File: src/rtl/axi4_lite_cmd_mst.sv
// axi4_lite_cmd_mst
//   Command-driven AXI4-Lite master. It accepts one read or write command on a
//   valid/ready stream and runs the matching AXI4-Lite transaction. It then
//   returns the response on a second valid/ready stream. Only one transaction
//   is in flight at a time. A watchdog ends any transaction that the slave
//   never completes, and the block then parks in a hang state until reset.
//
// Ports
//   i_clk, i_sync_rst           clock; synchronous active-high reset
//   i_cmd_*, o_cmd_ready        command stream (o_cmd_ready high only when idle)
//   o_rsp_*, i_rsp_ready        response stream (fields held until accepted)
//   axi_aw* / axi_w* / axi_b*   AXI4-Lite write channels (master side)
//   axi_ar* / axi_r*            AXI4-Lite read channels (master side)
module axi4_lite_cmd_mst #(
  parameter int unsigned ADDR_BIT_WIDTH = 32,
  parameter int unsigned DATA_BIT_WIDTH = 32,
  parameter int unsigned TIMEOUT_CYCLES = 1024
) (
  input  logic                        i_clk,
  input  logic                        i_sync_rst,
  // command stream
  input  logic                        i_cmd_valid,
  output logic                        o_cmd_ready,
  input  logic                        i_cmd_is_wr,
  input  logic [ADDR_BIT_WIDTH-1:0]   i_cmd_addr,
  input  logic [DATA_BIT_WIDTH-1:0]   i_cmd_wr_data,
  input  logic [DATA_BIT_WIDTH/8-1:0] i_cmd_wr_strb,
  // response stream
  output logic                        o_rsp_valid,
  input  logic                        i_rsp_ready,
  output logic                        o_rsp_is_wr,
  output logic [DATA_BIT_WIDTH-1:0]   o_rsp_rd_data,
  output logic [1:0]                  o_rsp_resp,
  output logic                        o_rsp_timeout,
  // AXI4-Lite master port
  output logic [ADDR_BIT_WIDTH-1:0]   axi_awaddr,
  output logic [2:0]                  axi_awprot,
  output logic                        axi_awvalid,
  input  logic                        axi_awready,
  output logic [DATA_BIT_WIDTH-1:0]   axi_wdata,
  output logic [DATA_BIT_WIDTH/8-1:0] axi_wstrb,
  output logic                        axi_wvalid,
  input  logic                        axi_wready,
  input  logic [1:0]                  axi_bresp,
  input  logic                        axi_bvalid,
  output logic                        axi_bready,
  output logic [ADDR_BIT_WIDTH-1:0]   axi_araddr,
  output logic [2:0]                  axi_arprot,
  output logic                        axi_arvalid,
  input  logic                        axi_arready,
  input  logic [DATA_BIT_WIDTH-1:0]   axi_rdata,
  input  logic [1:0]                  axi_rresp,
  input  logic                        axi_rvalid,
  output logic                        axi_rready
);

  localparam int unsigned StrbW = DATA_BIT_WIDTH / 8;
  localparam int unsigned WdW   = (TIMEOUT_CYCLES > 0) ? $clog2(TIMEOUT_CYCLES + 1) : 1;
  // Expiry is detected one count early so the response appears as the count reaches the limit.
  localparam logic [WdW-1:0] WdLast = (TIMEOUT_CYCLES > 0) ? WdW'(TIMEOUT_CYCLES - 1) : '0;

  typedef enum logic [2:0] {
    StIdle, StWrAwW, StWrB, StRdAr, StRdR, StRsp, StHang
  } state_e;

  state_e state_q, state_d;

  logic                      awvalid_q, awvalid_d;
  logic                      wvalid_q, wvalid_d;
  logic                      arvalid_q, arvalid_d;
  logic                      bready_q, bready_d;
  logic                      rready_q, rready_d;
  logic                      cmd_is_wr_q, cmd_is_wr_d;
  logic [ADDR_BIT_WIDTH-1:0] cmd_addr_q, cmd_addr_d;
  logic [DATA_BIT_WIDTH-1:0] cmd_data_q, cmd_data_d;
  logic [StrbW-1:0]          cmd_strb_q, cmd_strb_d;
  logic [WdW-1:0]            wd_q, wd_d;
  logic                      rsp_valid_q, rsp_valid_d;
  logic                      rsp_is_wr_q, rsp_is_wr_d;
  logic [DATA_BIT_WIDTH-1:0] rsp_rd_data_q, rsp_rd_data_d;
  logic [1:0]                rsp_resp_q, rsp_resp_d;
  logic                      rsp_timeout_q, rsp_timeout_d;

  logic cmd_accept, aw_hs, w_hs, ar_hs, b_hs, r_hs, rsp_hs;
  logic aw_done, w_done, active, wd_expire, timeout_set;

  assign o_cmd_ready = (state_q == StIdle);
  assign cmd_accept  = i_cmd_valid && o_cmd_ready;
  assign aw_hs       = awvalid_q && axi_awready;
  assign w_hs        = wvalid_q && axi_wready;
  assign ar_hs       = arvalid_q && axi_arready;
  assign b_hs        = axi_bvalid && bready_q;
  assign r_hs        = axi_rvalid && rready_q;
  assign rsp_hs      = (state_q == StRsp) && i_rsp_ready;
  // A channel counts as done if it already handshook or handshakes this cycle.
  assign aw_done     = !awvalid_q || aw_hs;
  assign w_done      = !wvalid_q || w_hs;
  assign active      = (state_q == StWrAwW) || (state_q == StWrB) ||
                       (state_q == StRdAr) || (state_q == StRdR);
  assign wd_expire   = (TIMEOUT_CYCLES > 0) && active && (wd_q == WdLast);

  // State and datapath registers
  always_ff @(posedge i_clk) begin
    if (i_sync_rst) begin
      state_q       <= StIdle;
      awvalid_q     <= 1'b0;
      wvalid_q      <= 1'b0;
      arvalid_q     <= 1'b0;
      bready_q      <= 1'b0;
      rready_q      <= 1'b0;
      cmd_is_wr_q   <= 1'b0;
      cmd_addr_q    <= '0;
      cmd_data_q    <= '0;
      cmd_strb_q    <= '0;
      wd_q          <= '0;
      rsp_valid_q   <= 1'b0;
      rsp_is_wr_q   <= 1'b0;
      rsp_rd_data_q <= '0;
      rsp_resp_q    <= 2'b00;
      rsp_timeout_q <= 1'b0;
    end else begin
      state_q       <= state_d;
      awvalid_q     <= awvalid_d;
      wvalid_q      <= wvalid_d;
      arvalid_q     <= arvalid_d;
      bready_q      <= bready_d;
      rready_q      <= rready_d;
      cmd_is_wr_q   <= cmd_is_wr_d;
      cmd_addr_q    <= cmd_addr_d;
      cmd_data_q    <= cmd_data_d;
      cmd_strb_q    <= cmd_strb_d;
      wd_q          <= wd_d;
      rsp_valid_q   <= rsp_valid_d;
      rsp_is_wr_q   <= rsp_is_wr_d;
      rsp_rd_data_q <= rsp_rd_data_d;
      rsp_resp_q    <= rsp_resp_d;
      rsp_timeout_q <= rsp_timeout_d;
    end
  end

  // Next-state logic; a completing handshake always beats watchdog expiry.
  always_comb begin
    state_d     = state_q;
    timeout_set = 1'b0;
    unique case (state_q)
      StIdle: begin
        if (cmd_accept) state_d = i_cmd_is_wr ? StWrAwW : StRdAr;
      end
      StWrAwW: begin
        if (aw_done && w_done) begin
          state_d = StWrB;
        end else if (wd_expire) begin
          state_d     = StRsp;
          timeout_set = 1'b1;
        end
      end
      StWrB: begin
        if (b_hs) begin
          state_d = StRsp;
        end else if (wd_expire) begin
          state_d     = StRsp;
          timeout_set = 1'b1;
        end
      end
      StRdAr: begin
        if (ar_hs) begin
          state_d = StRdR;
        end else if (wd_expire) begin
          state_d     = StRsp;
          timeout_set = 1'b1;
        end
      end
      StRdR: begin
        if (r_hs) begin
          state_d = StRsp;
        end else if (wd_expire) begin
          state_d     = StRsp;
          timeout_set = 1'b1;
        end
      end
      StRsp: begin
        if (rsp_hs) state_d = rsp_timeout_q ? StHang : StIdle;
      end
      StHang:  state_d = StHang;
      default: state_d = StIdle;
    endcase
  end

  // Registered-output next values
  always_comb begin
    // Valids stay up until their handshake, even after a timeout, since AXI forbids withdrawal.
    awvalid_d = (awvalid_q && !axi_awready) || (cmd_accept && i_cmd_is_wr);
    wvalid_d  = (wvalid_q && !axi_wready) || (cmd_accept && i_cmd_is_wr);
    arvalid_d = (arvalid_q && !axi_arready) || (cmd_accept && !i_cmd_is_wr);
    bready_d  = (state_d == StWrB);
    rready_d  = (state_d == StRdR);

    cmd_is_wr_d = cmd_is_wr_q;
    cmd_addr_d  = cmd_addr_q;
    cmd_data_d  = cmd_data_q;
    cmd_strb_d  = cmd_strb_q;
    if (cmd_accept) begin
      cmd_is_wr_d = i_cmd_is_wr;
      cmd_addr_d  = i_cmd_addr;
      cmd_data_d  = i_cmd_wr_data;
      cmd_strb_d  = i_cmd_wr_strb;
    end

    wd_d = wd_q;
    if (cmd_accept) begin
      wd_d = '0;
    end else if (active) begin
      wd_d = wd_q + WdW'(1);
    end

    rsp_valid_d   = rsp_valid_q && !rsp_hs;
    rsp_is_wr_d   = rsp_is_wr_q;
    rsp_rd_data_d = rsp_rd_data_q;
    rsp_resp_d    = rsp_resp_q;
    rsp_timeout_d = rsp_timeout_q;
    if (state_q != StRsp) begin
      if (b_hs) begin
        rsp_valid_d   = 1'b1;
        rsp_is_wr_d   = 1'b1;
        rsp_rd_data_d = '0;
        rsp_resp_d    = axi_bresp;
        rsp_timeout_d = 1'b0;
      end else if (r_hs) begin
        rsp_valid_d   = 1'b1;
        rsp_is_wr_d   = 1'b0;
        rsp_rd_data_d = axi_rdata;
        rsp_resp_d    = axi_rresp;
        rsp_timeout_d = 1'b0;
      end else if (timeout_set) begin
        rsp_valid_d   = 1'b1;
        rsp_is_wr_d   = cmd_is_wr_q;
        rsp_rd_data_d = '0;
        rsp_resp_d    = 2'b10;
        rsp_timeout_d = 1'b1;
      end
    end
  end

  assign axi_awaddr    = cmd_addr_q;
  assign axi_awprot    = 3'b000;
  assign axi_awvalid   = awvalid_q;
  assign axi_wdata     = cmd_data_q;
  assign axi_wstrb     = cmd_strb_q;
  assign axi_wvalid    = wvalid_q;
  assign axi_bready    = bready_q;
  assign axi_araddr    = cmd_addr_q;
  assign axi_arprot    = 3'b000;
  assign axi_arvalid   = arvalid_q;
  assign axi_rready    = rready_q;
  assign o_rsp_valid   = rsp_valid_q;
  assign o_rsp_is_wr   = rsp_is_wr_q;
  assign o_rsp_rd_data = rsp_rd_data_q;
  assign o_rsp_resp    = rsp_resp_q;
  assign o_rsp_timeout = rsp_timeout_q;

endmodule

File: config.mk
export PLATFORM = sky130hd
export DESIGN_NAME = axi4_lite_cmd_mst
export DESIGN_NICKNAME = d
export VERILOG_FILES = /design/src/rtl/axi4_lite_cmd_mst.sv
export SDC_FILE = /design/constraint.sdc
export NUM_CORES = 1
export LEC_CHECK = 0
export ABC_CLOCK_PERIOD_IN_PS = 2660
export CAP_MARGIN = 20
export CORE_UTILIZATION = 40
export DETAILED_ROUTE_END_ITERATION = 10
export PLACE_DENSITY = 0.77
export SYNTH_ARGS = -nofsm -noshare
export SYNTH_HDL_FRONTEND = slang
export SYNTH_SLANG_ARGS = --single-unit
File: constraint.sdc
create_clock -name i_clk -period 2.66 [get_ports i_clk]
set_clock_uncertainty 0.05 [all_clocks]
set_input_delay 0.532 -clock i_clk [delete_from_list [all_inputs] [get_ports i_clk]]
set_output_delay 0.532 -clock i_clk [all_outputs]
set_load 0.03 [all_outputs]
**Word level (Yosys, flattened, before mapping)**

Cells that the tools add are included.

- Add/sub/neg operators: 1
- Equality and inequality tests: 10
- Multiplexer cells: 32
- Reductions and logical operators: 34

Operator list:

| cell | count |
|---|---|
| 2-to-1 mux 32 bit | 3 |
| 2-to-1 mux 3 bit | 8 |
| case mux 3 bit (7 select lines) | 1 |
| logical AND 1 bit | 15 |
| 2-to-1 mux 1 bit | 15 |
| == test 3 bit, second input constant | 4 |
| adder 11 x 1 -> 11 bit, second input constant | 1 |
| == test 11 x 10 -> 1 bit, second input constant | 1 |
| == test 3 x 2 -> 1 bit, second input constant | 3 |
| logical OR 1 bit | 8 |
| 2-to-1 mux 2 bit | 4 |
| zero test 1 bit | 7 |
| case mux 1 bit (4 select lines) | 1 |
| == test 3 x 1 -> 1 bit, second input constant | 1 |
| zero test 3 bit | 1 |
| != test 3 bit, second input constant | 1 |
| nonzero test 3 bit | 1 |
| AND reduction 2 bit | 1 |
| OR reduction 2 bit | 1 |

- Register bits after elaboration: 125
- Bits of input ports: 114
- Logic and storage cells: 93

**Logic depth before layout (Yosys ltp)**

- Word-level depth: 12
- Depth in mapped cells: 8

**Worst setup path before layout**

No wires, ideal clock.

- Path type: register to register
- Start: register state_q[2]
- End: register rsp_is_wr_q, in the netlist o_rsp_is_wr
- Library setup time: 0.121 ns
- Arrival time: 2.017 ns
- Data required time: 2.489 ns
- Slack: 0.471 ns
- Stages on the path, launching flop included: 8
- Buffers on the path: 2
- Clock period less this slack: 2.189 ns
- Cells stage by stage: dfxtp_1 -> buf_4 -> nor3_2 -> nor3_4 -> o311ai_1 -> nor2b_4 -> buf_8 -> mux2_4

- Longest elaborated chain between the ends: 10
- Elaborated cells on any way between the ends: 17
- Those cells by class: 5 x eq/ne; 6 x mux; 6 x reduce/logical

Ends and longest elaborated chain:

| item | RTL line | text |
|---|---|---|
| from (decl) | 66 | `state_e state_q, state_d;` |
| from (signal assigned) | 105 | `state_q <= StIdle;` |
| from (signal assigned) | 122 | `state_q <= state_d;` |
| == test 3 x 1 -> 1 bit / == test 3 x 2 -> 1 bit (equally long branches) | 98, 145 |  |
| logical OR 1 bit (2 in series) | 98 | `assign active = (state_q == StWrAwW) \|\| (state_q == StWrB) \|\|` |
| logical OR 1 bit | 99 | `(state_q == StRdAr) \|\| (state_q == StRdR);` |
| logical AND 1 bit | 100 | `assign wd_expire = (TIMEOUT_CYCLES > 0) && active && (wd_q == WdLast);` |
| 2-to-1 mux 1 bit | n/a |  |
| 2-to-1 mux 1 bit, on equally long branches | n/a |  |
| case mux 1 bit (4 select lines) | 145 | `unique case (state_q)` |
| nonzero test 3 bit (no source line) | n/a |  |
| AND reduction 2 bit (no source line) * | n/a |  |
| to (signal assigned) | 134 | `rsp_is_wr_q <= rsp_is_wr_d;` |
| to (decl) | 79 | `logic rsp_is_wr_q, rsp_is_wr_d;` |

Mark *: on every way between the ends. The rest lies on a longest branch, timed or not.
A chain may end at the register's enable or synchronous reset.

**Worst setup path in the final report**

- Start: register state_q[2]
- End: output port o_cmd_ready

- Longest elaborated chain between the ends: 1

Ends and longest elaborated chain:

| item | RTL line | text |
|---|---|---|
| zero test 3 bit | 87 | `assign o_cmd_ready = (state_q == StIdle);` |
| to (decl) | 23 | `output logic o_cmd_ready,` |

No other way between the ends.

==> flow_summary.ini <==
[layout]
flow.area_growth_from_synthesis_pct = 55.8
nets = 951
final_cell_mix = clkdlybuf4s50_1, nand2_1, dfxtp_1
fin_util_pct = 64.5
final_cells = 1016
fill_cells = 1077
final_common_cell = clkdlybuf4s50_1
antennaDiodeCount = 0
layout-drive-gt1-share_pct = 6.16
fin_area_sq_um = 8210

[setup_path]
cp-start-kind = register
worstPathArrival_ns = 1.79
r2r_end = o_rsp_rd_data[4]
worst-path-buf-inv = 1
cp-startpoint = state_q[2]
cp-endpoint = o_cmd_ready
critPathKind = register to output port
path_max_fanout = 10
r2r_slack_ns = 0.40
slowest_delay_ns = 0.71
r2r_cells = 6
reg2reg_from = state_q[0]
crit_slowest_cell = clkdlybuf4s50_1
required_ns = 2.08
crit_cells = 2
crit_path_end_kind = output port
path_cells = nor3_2 > clkdlybuf4s50_1
critical-path-top-delay-family = buffers and inverters

[grt]
grt_pass1_wl_um = 22100
track_usage_pct = 21.0
grt_pass1_vias = 4668
overflow = 0
grt_max_degree = 70
antenna_found_initial = 0

[run_status]
status = complete, no violations

[yosys]
ys.flop_type = dfxtp_1
ys_ff_latch = 125
syn-cell-area_sq_um = 5270
synthCells = 621
synth_edf_count = 0
ys_warn_count = 0
ys_seq_area_share_pct = 47.5
synth-async-reset-ratio_pct = 0
synth.avg_cell_area_sq_um = 8.48
synthDistinctLibCells = 47

[place]
io_buffer_count = 256
placed_cell_area_sq_um = 7690
hpwl_um = 10400
globalplace.congestion = 0.860
dp.cells = 989

[pwr]
leakage_nw = 3.20
p_per_area_nw_per_um2 = 644
design_power_total_mw = 5.28
ir_drop_v = 0.000384

[drt]
drc_errors = 0
wl_per_cell_um = 14.0
vias_per_cell = 4.76
first_pass_iters = 4
vias = 4837
drt_iter0_markers = 212
drt-total-wl_um = 14200
ant_nets = 0

[floorplanning]
initial_core_util_pct = 41.4
chipWidth_um = 117
die_area_sq_um = 13600
fp.coreArea_sq_um = 12700
row_count = 41
dieHeight_um = 117
ios = 263

[clock_network]
hold_buffers = 0
cts_sinks = 125
cts_tree = done
root_buffer = clkbuf_16
insertion_delay_ns = 0.41
cts_setup_buffers = 0
cts_buffers = 17
cts.reportedPaths.clkPinSlew_ns = 0.05
ctsResizeCount = 0
ctsHtreeMaxLevel = 4
clockBufferDepth = 2

[timing]
worst_pin_slew_ns = 0.638
min_period_ns = 2.38
drv_slew = 0
finalCritPeriodShare_pct = 89.3
clock.fmax_mhz = 421
rsz0062_at_grt = false
setup_viol = 0
finalHoldViolCount = 0
slew_headroom_pct = 57.5

[run]
cap_viol_max_count = 0

[min_path]
hold_class = register to register
-- how the worst min path moves through the flow --
| stage | from | to | cells past startpoint |
|---|---|---|---|
| final | o_rsp_valid | o_rsp_valid | 2 |
| after global routing | axi_wdata[14] | axi_wdata[14] | 2 |
| after CTS | o_rsp_valid | o_rsp_valid | 2 |
| after detailed placement | o_rsp_valid | o_rsp_valid | 2 |
| after global placement | o_rsp_valid | o_rsp_valid | 2 |
| after floorplan | cmd_is_wr_q | cmd_is_wr_q | 2 |
-- state kept, by name, summed over array words and instances (netlist names), 2 cells and up --
| name | cells |
|---|---|
| o_rsp_rd_data | 32 |
| axi_wdata | 32 |
| o_rsp_resp | 2 |
| state_q | 3 |
| wd_q | 11 |
| axi_wstrb | 4 |
| axi_araddr | 32 |
-- through the flow --
step | hold WS, ns | setup slack [ns] | TNS, ns
after floorplan | 0.387 | 0.471 | 0
after global placement | 0.379 | 0.105 | 0
after detailed placement | 0.387 | -0.0254 | -0.0612
after CTS | 0.394 | 0.269 | 0
after global routing | 0.418 | 0.130 | 0
final | 0.391 | 0.284 | 0
-- per-layer routing --
layer	share of wire, %	vias up	track usage (%)
li1	-	2406	-
met1	40	2225	23.4
met2	50	179	35.9
met3	7.8	27	7.47
met4	2.4	0	9.70
met5	0	-	0
-- cells in the mapped netlist, types with 3 or more instances --
library cell,number,share of area (%)
buf_4,40,5.7
buf_2,10,0.95
buf_12,3,1.1
xor2_1,6,1.0
nand3_1,6,0.57
nor2b_1,7,0.83
nand2_1,184,13
inv_1,3,0.21
dfxtp_1,125,47
o21ai_0,3,0.28
xnor2_1,3,0.50
nor2_1,17,1.2
clkbuf_1,24,1.7
mux2_4,3,0.85
and3_1,3,0.36
a21oi_1,80,7.6
nand2b_1,36,4.3
mux2i_1,32,6.1
-- cell families after synthesis --
| logic type | synth area share [%] |
|---|---|
| buf+inv | 10.2 |
| compound gates | 10.6 |
| fa+ha+maj | 0.237 |
| simple gates | 23.0 |
| mux | 6.93 |
| flops | 47.5 |
| xor+xnor | 1.50 |
| other cells | 0.0712 |
-- final cells by class --
class,instances,area (sq um),area share (%)
Inverter,3,11.3,0.137
Timing Repair Buffer,270,2720,33.1
Clock buffer,25,505,6.16
Multi-Input combinational cell,419,2250,27.4
Sequential cell,125,2500,30.5
Clock inverter,2,10.0,0.122
Tap cell,172,215,2.62
-- where the power goes --
group	internal, mW	switching (mW)
clock	1.28	0.730
sequential	1.99	0.0764
combinational	0.547	0.662
-- worst register-to-register path, stage by stage, from the launching register on --
cell and delay (ns):
dfxtp_1 0.55, nand3_1 0.22, o211a_1 0.18, o311ai_1 0.37
nor2b_4 0.41, buf_12 0.19, mux2i_1 0.22
(Power assumes the default switching activity.)
